[src/rtl/uart_pkg.sv]
// Shared UART definitions: FSM encoding, frame bit levels, legal prescale values.
package uart_pkg;

    typedef enum logic [2:0] {
        IDLE   = 3'd0,
        START  = 3'd1,
        DATA   = 3'd2,
        PARITY = 3'd3,
        STOP   = 3'd4
    } uart_state_e;

    localparam logic PARITY_EVEN = 1'b0;
    localparam logic PARITY_ODD  = 1'b1;
    localparam logic START_BIT   = 1'b0;
    localparam logic STOP_BIT    = 1'b1;

    localparam int PRESCALE_8  = 8;
    localparam int PRESCALE_16 = 16;
    localparam int PRESCALE_32 = 32;

    // 2-of-3 majority vote
    function automatic logic maj3(input logic a, input logic b, input logic c);
        return (a & b) | (a & c) | (b & c);
    endfunction

endpackage

[src/rtl/uart_rx_sampler.sv]
// Oversampling edge/bit counters and 3-sample majority vote around mid-bit.
module uart_rx_sampler
    import uart_pkg::*;
#(
    parameter int PrescaleW = 6,
    parameter int BitCntW   = 4
) (
    input  logic                 CLK,
    input  logic                 RST,
    input  logic                 i_active,
    input  logic                 i_rx,
    input  logic [PrescaleW-1:0] i_prescale,
    output logic                 o_bit,
    output logic                 o_smp_vld,
    output logic                 o_bit_end,
    output logic [BitCntW-1:0]   o_bit_cnt
);

    logic [PrescaleW-1:0] r_edge;
    logic [BitCntW-1:0]   r_bit_cnt;
    logic                 r_s0, r_s1, r_s2;
    logic [PrescaleW-1:0] w_half, w_half_m1, w_half_p1, w_last;
    logic                 w_third;

    assign w_half    = i_prescale >> 1;
    assign w_half_m1 = w_half - PrescaleW'(1);
    assign w_half_p1 = w_half + PrescaleW'(1);
    assign w_last    = i_prescale - PrescaleW'(1);

    assign o_smp_vld = i_active && (r_edge == w_half_p1);
    assign o_bit_end = i_active && (r_edge == w_last);
    assign o_bit_cnt = r_bit_cnt;

    // Third sample is live rx on edge P/2+1 so the vote is usable that same cycle
    assign w_third = (r_edge == w_half_p1) ? i_rx : r_s2;
    assign o_bit   = maj3(r_s0, r_s1, w_third);

    // Edge counter 0..P-1 within a bit; parked at 0 while idle
    always_ff @(posedge CLK or negedge RST) begin
        if (!RST)                       r_edge <= '0;
        else if (!i_active || o_bit_end) r_edge <= '0;
        else                            r_edge <= r_edge + PrescaleW'(1);
    end

    // Bit counter: 0 = start bit, 1..size = data, then parity/stop
    always_ff @(posedge CLK or negedge RST) begin
        if (!RST)           r_bit_cnt <= '0;
        else if (!i_active) r_bit_cnt <= '0;
        else if (o_bit_end) r_bit_cnt <= r_bit_cnt + BitCntW'(1);
    end

    // Capture the three mid-bit samples
    always_ff @(posedge CLK or negedge RST) begin
        if (!RST) begin
            r_s0 <= 1'b1;
            r_s1 <= 1'b1;
            r_s2 <= 1'b1;
        end else if (i_active) begin
            if (r_edge == w_half_m1) r_s0 <= i_rx;
            if (r_edge == w_half)    r_s1 <= i_rx;
            if (r_edge == w_half_p1) r_s2 <= i_rx;
        end
    end

endmodule

[src/rtl/uart_rx.sv]
// UART receiver: synchronizer, frame FSM, LSB-first deserializer, parity/stop checks.
module uart_rx
    import uart_pkg::*;
#(
    parameter int size      = 8,
    parameter int PrescaleW = 6
) (
    input  logic                 CLK,
    input  logic                 RST,
    input  logic                 RXIn,
    input  logic [PrescaleW-1:0] Prescale,
    input  logic                 ParityEn,
    input  logic                 ParityType,
    output logic [size-1:0]      ParallelData,
    output logic                 DataValid,
    output logic                 ParityError,
    output logic                 StopError
);

    localparam int BitCntW = $clog2(size + 3);

    uart_state_e          r_state, w_next;
    logic                 r_sync1, r_sync2;
    logic [PrescaleW-1:0] r_presc;
    logic                 r_pen, r_ptype, r_par_fail;
    logic [size-1:0]      r_shift;
    logic                 w_rx, w_bit, w_smp_vld, w_bit_end;
    logic [BitCntW-1:0]   w_bit_cnt;
    logic                 w_start_det, w_shift_en, w_par_chk, w_resolve;

    assign w_rx = r_sync2;

    // Two-flop synchronizer for the asynchronous line, idle-high reset
    always_ff @(posedge CLK or negedge RST) begin
        if (!RST) begin
            r_sync1 <= 1'b1;
            r_sync2 <= 1'b1;
        end else begin
            r_sync1 <= RXIn;
            r_sync2 <= r_sync1;
        end
    end

    uart_rx_sampler #(
        .PrescaleW (PrescaleW),
        .BitCntW   (BitCntW)
    ) u_sampler (
        .CLK        (CLK),
        .RST        (RST),
        .i_active   (r_state != IDLE),
        .i_rx       (w_rx),
        .i_prescale (r_presc),
        .o_bit      (w_bit),
        .o_smp_vld  (w_smp_vld),
        .o_bit_end  (w_bit_end),
        .o_bit_cnt  (w_bit_cnt)
    );

    // FSM state register
    always_ff @(posedge CLK or negedge RST) begin
        if (!RST) r_state <= IDLE;
        else      r_state <= w_next;
    end

    // FSM next-state logic; STOP leaves right after the vote to catch a back-to-back start
    always_comb begin
        w_next = r_state;
        case (r_state)
            IDLE:    if (!w_rx) w_next = START;
            START:   if (w_bit_end) w_next = (w_bit == START_BIT) ? DATA : IDLE;
            DATA:    if (w_bit_end && (w_bit_cnt == BitCntW'(size)))
                         w_next = r_pen ? PARITY : STOP;
            PARITY:  if (w_bit_end) w_next = STOP;
            STOP:    if (w_smp_vld) w_next = IDLE;
            default: w_next = IDLE;
        endcase
    end

    // FSM output decode: datapath strobes
    always_comb begin
        w_start_det = (r_state == IDLE) && !w_rx;
        w_shift_en  = (r_state == DATA) && w_smp_vld;
        w_par_chk   = (r_state == PARITY) && w_smp_vld;
        w_resolve   = (r_state == STOP) && w_smp_vld;
    end

    // Frame configuration is frozen at start detection
    always_ff @(posedge CLK or negedge RST) begin
        if (!RST) begin
            r_presc <= '0;
            r_pen   <= 1'b0;
            r_ptype <= PARITY_EVEN;
        end else if (w_start_det) begin
            r_presc <= Prescale;
            r_pen   <= ParityEn;
            r_ptype <= ParityType;
        end
    end

    // LSB-first deserializer and parity check
    always_ff @(posedge CLK or negedge RST) begin
        if (!RST) begin
            r_shift    <= '0;
            r_par_fail <= 1'b0;
        end else begin
            if (w_shift_en)  r_shift <= {w_bit, r_shift[size-1:1]};
            if (w_start_det) r_par_fail <= 1'b0;
            else if (w_par_chk) r_par_fail <= (w_bit != ((^r_shift) ^ r_ptype));
        end
    end

    // Frame resolution: one-cycle pulses, data only updated on a good frame
    always_ff @(posedge CLK or negedge RST) begin
        if (!RST) begin
            ParallelData <= '0;
            DataValid    <= 1'b0;
            ParityError  <= 1'b0;
            StopError    <= 1'b0;
        end else begin
            DataValid   <= 1'b0;
            ParityError <= 1'b0;
            StopError   <= 1'b0;
            if (w_resolve) begin
                if (w_bit == STOP_BIT) begin
                    if (r_par_fail) ParityError <= 1'b1;
                    else begin
                        ParallelData <= r_shift;
                        DataValid    <= 1'b1;
                    end
                end else begin
                    StopError   <= 1'b1;
                    ParityError <= r_par_fail;
                end
            end
        end
    end

endmodule

[config.mk]
export PLATFORM = sky130hd
export DESIGN_NAME = uart_rx
export DESIGN_NICKNAME = d
export VERILOG_FILES = /design/src/rtl/uart_pkg.sv /design/src/rtl/uart_rx_sampler.sv /design/src/rtl/uart_rx.sv
export SDC_FILE = /design/constraint.sdc
export NUM_CORES = 1
export LEC_CHECK = 0
export CORE_ASPECT_RATIO = 0.75
export CORE_MARGIN = 2
export CORE_UTILIZATION = 57
export DETAILED_ROUTE_END_ITERATION = 6
export PLACE_DENSITY = 0.79
export SYNTH_ARGS = -nofsm -noshare
export SYNTH_HDL_FRONTEND = slang
export SYNTH_SLANG_ARGS = --single-unit
[constraint.sdc]
create_clock -name CLK -period 3.66 [get_ports CLK]
set_clock_uncertainty 0.2 [all_clocks]
set_input_delay 0.732 -clock CLK [delete_from_list [all_inputs] [get_ports CLK]]
set_output_delay 0.732 -clock CLK [all_outputs]
set_load 0.02 [all_outputs]
## Yosys cells after proc, flatten, opt, wreduce, memory -nomap -nowiden

Index checks and enable logic that the tools add are counted.

| cells by class | value |
|---|---|
| add/subtract/negate cells | 5 |
| eq/ne operators | 16 |
| multiplexer cells | 22 |
| bitwise logic cells | 7 |
| reductions and logical operators | 18 |

Operators by type and width:

| operator | number |
|---|---|
| $eq 6x6->1 | 3 |
| $mux 3 | 6 |
| $pmux 3 s5 | 1 |
| $mux 1 | 11 |
| $mux 4 | 2 |
| $ne 2x2->1 const B | 4 |
| $reduce_xor 8->1 | 1 |
| $logic_and 1x1->1 | 7 |
| $add 5x1->6 const B | 1 |
| $add 6x1->6 const B | 1 |
| $eq 3x2->1 const B | 2 |
| $eq 6x5->1 | 1 |
| $mux 6 | 1 |
| $sub 5x1->6 const B | 1 |
| $sub 6x1->6 const B | 1 |
| $reduce_and 5->1 | 1 |
| $add 4x1->4 const B | 1 |
| $eq 4x4->1 const B | 1 |
| $ne 2x1->1 const B | 2 |
| $reduce_and 2->1 | 2 |
| $and 1x1->1 | 3 |
| $eq 3x1->1 const B | 1 |
| $eq 3x3->1 const B | 1 |
| $logic_not 3->1 | 1 |
| 10 further kinds | 12 |

| storage, ports and cells | value |
|---|---|
| register bits | 46 |
| input port bits | 11 |
| output and inout bits | 11 |
| logic and storage cells | 85 |

## Longest topological paths before layout

| logic depth | value |
|---|---|
| depth after elaboration | 9 |
| gate-level depth with buffers | 10 |
| depth with buffers taken out | 9 |

## Cells and area by module

A second synthesis with hierarchy kept.

| unflattened totals | value |
|---|---|
| cells, all modules | 226 |
| area, all modules | 2,561.2 sq um |

By module, submodules not included:

| module | instances | cells each | area an instance (sq um) |
|---|---|---|---|
| uart_rx | 1 | 101 | 1,466.4 |
| uart_rx_sampler | 1 | 125 | 1,094.8 |

## Worst setup path after synthesis

OpenSTA, ideal clock, no wires.

| timing | value |
|---|---|
| path kind | reg2reg |
| start | register r_presc[2] |
| end | register ParallelData[0] |
| arrival time | 2.408 ns |
| data required time | 3.335 ns |
| path slack | 0.928 ns |
| cell stages (with the launch flop) | 10 |
| path buffers | 1 |
| clock period less this slack | 2.732 ns |
| cell sequence | dfrtp_1 > buf_2 > inv_1 > ha_1 > xnor2_1 > nand2_1 > nor4_4 > nand4_1 > a211oi_4 > mux2_2 |

| between the ends | value |
|---|---|
| longest elaborated chain between the ends | 7 |

RTL lines:

| what | line | text |
|---|---|---|
| from (decl) | uart_rx.sv:24 | `logic [PrescaleW-1:0] r_presc;` |
| from (signal assigned) | uart_rx.sv:94 | `r_presc <= Prescale;` |
| $add 5x1->6 * | uart_rx_sampler.sv:27 | `assign w_half_p1 = w_half + PrescaleW'(1);` |
| $eq 6x6->1 * | uart_rx_sampler.sv:30, uart_rx_sampler.sv:35 |  |
| $mux 1 | uart_rx_sampler.sv:35 | `assign w_third = (r_edge == w_half_p1) ? i_rx : r_s2;` |
| $and 1x1->1 | uart_pkg.sv:23 | `return (a & b) \| (a & c) \| (b & c);` |
| $or 1x1->1 (2 in a row) | uart_pkg.sv:23 |  |
| $reduce_and 3->1 (no source line) * | -- |  |
| to (signal assigned) | uart_rx.sv:127 | `ParallelData <= r_shift;` |
| to (decl) | uart_rx.sv:14 | `output logic [size-1:0] ParallelData,` |

Mark *: on every way between the ends. The rest lies on a longest branch, timed or not.
A chain may end at the register's enable or synchronous reset.

## Final worst setup path

Same ends and word-level chain as after synthesis.

==> out/qor.yml <==
cts:
  cts_hold_buf: 0
  cts_root_buffer: "clkbuf_8"
  cts_resized: 0
  insertion_delay_ps: 300
  cts_setup_buffers: 0
  cts_buffers: 5
  cts.sinks: 46
  path_clk_slew_ps: 90
  cts_tree: "done"
  cts_buffer_depth: 2
  cts_max_level: 2
layout:
  diodes: 0
  layout_common_cells: "dfrtp_1, nor2_1, mux2_2, clkdlybuf4s50_1"
  final_util: 0.692
  area_delta_synth_final_pct: 14.4
  drive_above_1_share: 0.190
  fill_cells: 308
  fin_area_um2: 2860
  fin_nets: 270
  final_common_cell: "dfrtp_1"
detailed_routing:
  drtIter0Drc: 129
  wl_met2_um: 1780
  ant_nets: 0
  drt-met1-wl_um: 2430
  firstDrtPassIters: 4
  drt_wl_total_um: 4510
  routed.top_layer: "met4"
  wire_per_inst_um: 14.6
  viasPerCell: 5.60
  wl_met3_um: 225
  vias: 1726
  remaining_drc_errors: 0
timing:
  fin_setup_tns_ps: 0
  whs_ps: 160
  hold_violations: 0
  slew_violations: 0
  worst_pin_slew_ps: 993
  rsz0062_at_grt: "false"
  setup_viol: 0
  slew_headroom: 0.338
  period_needed_ps: 3060
  fmax_mhz: 327
  fin_crit_sh: 0.836
placed_design:
  gp_congestion: 0.869
  place_area_um2: 2750
  dp_hpwl_um: 3190
  port_buffers: 21
global_routing:
  grt_max_degree: 47
  grt_antenna_before_repair: 0
  track_usage: 0.200
  grt_pass1_wl_um: 7400
  globalRouteOverflowTotal: 0
  grt_pass1_vias: 1530
worst_setup_path:
  cp.arrival_ps: 3050
  cp-start-kind: "flop"
  worst-path-max-fanout: 9
  critPathKind: "reg2reg"
  cp-end-kind: "flop"
  cp.required_ps: 3650
pwr:
  vdd_drop_max_mv: 0.439
  p_int_mw: 1.28
  power.net_switching_mw: 0.905
  power.density_nw_per_um2: 764
  clkPwrFrac: 0.175
  comb_power_share: 0.428
  seqPwrFrac: 0.397
  power.total_mw: 2.19
  power.leakage_nw: 1.26
  sw_frac_of_total: 0.414
synth:
  synth_top_area_frac: 0.410
  synth-edff-count: 0
  synth-async-reset-ratio: 1.00
  synth_ff_type: "dfrtp_1"
  synth.distinct_cells: 44
  synth_largest_area_cell: "dfrtp_1"
  syn_area_per_cell_um2: 10.7
  syn_inst: 233
  synthTopCellsByArea: "dfrtp_1, mux2_2, xnor2_1, xor2_1, dfstp_2"
  synth_seq_cells: 46
  seq_area_frac_synth: 0.463
  yosysWarningCount: 0
  syn_area_um2: 2500
  synth_fp_nets: 251
floorplanning:
  die-area_um2: 4940
  start_util: 0.605
  num_rows: 20
  die_w_um: 80.5
  core_um2: 4130
  ios: 22
  dieHeight_um: 61.4
outcome:
  outcome: "complete, no violations"
job:
  cap_violations: 0
worst_hold_path:
  min_path_type: "reg2reg"
[critical path, cell delays in order (launching register included)]
cell	delay (ps)
dfrtp_1	500
inv_1	120
ha_1	300
xnor2_1	210
nand2_1	130
nor4_4	320
nand4_1	260
a211oi_4	520
mux2_2	390
[routing by layer]
| metal | global-route usage | vias to the layer above |
|---|---|---|
| li1 | - | 844 |
| met1 | 0.319 | 831 |
| met2 | 0.264 | 42 |
| met3 | 0.0469 | 9 |
| met4 | 0.0702 | 0 |
| met5 | 0 | - |
[power by group through the flow]
stage	Sequential (mW)	Clock (mW)	Combinational, mW
floorplan	0.742	0	0.864
global placement	0.866	0	0.905
detailed placement	0.868	0	0.923
CTS	0.859	0.390	0.932
global route	0.887	0.408	1.04
finish	0.867	0.382	0.936
[sequential cells by signal (all words and copies together), names as in the netlist, 3 cells and up]
register	flops
u_sampler.o_bit_cnt	4
r_shift	8
u_sampler.r_edge	6
r_state	3
r_presc	6
ParallelData	8
[layout make-up]
cell class,instances,area (µm²),share of cell area
Clock buffer,5,68.8,0.0241
Clock inverter,3,43.8,0.0153
Inverter,9,33.8,0.0118
Multi-Input combinational cell,168,1270,0.446
Sequential cell,46,1160,0.405
Tap cell,55,68.8,0.0241
Timing Repair Buffer,22,213,0.0744
[through the flow]
step / cells / worst slack [ps]
final: 308 / 599
after global routing: 308 / 389
after CTS: 308 / 585
after detailed placement: 300 / 610
after global placement: 300 / 688
after floorplan: 233 / 928
[cell usage after synthesis (2+ instances only)]
master	count
mux2i_1	2
and2_1	3
nor2b_1	2
a21oi_1	2
dfrtp_1	41
nor4_1	3
nand3_1	10
clkbuf_1	7
xnor2_1	16
buf_2	2
dfstp_2	5
o21ai_0	7
mux2_2	24
and3b_1	4
ha_1	7
xor2_1	16
or2_2	2
nand2_1	16
nor2_1	24
or4_1	2
nand4_1	2
inv_1	9
nor3_1	6
[kinds of logic after synthesis]
| kind of cell | synth area share |
|---|---|
| AOI/OAI and AO/OA | 0.0611 |
| buffers and inverters | 0.0300 |
| and+or+nand+nor | 0.176 |
| muxes | 0.116 |
| DFF | 0.463 |
| adders and majority gates | 0.0350 |
| xor gates and xnor gates | 0.119 |
[path summary, 6_finish.rpt]
kind	from	slack, ps	cells after the start	endpoint
setup / recovery	r_presc[2]	600	8	ParallelData[0]
hold / removal	r_sync1	160	0	r_sync2
setup reg to reg	r_presc[2]	600	8	ParallelData[0]
hold reg to reg	r_sync1	160	0	r_sync2
max in group asynchronous	RST	2260	1	r_par_fail
min in group asynchronous	RST	390	1	r_presc[0]
Note: power is estimated with default switching activity, not from simulation.
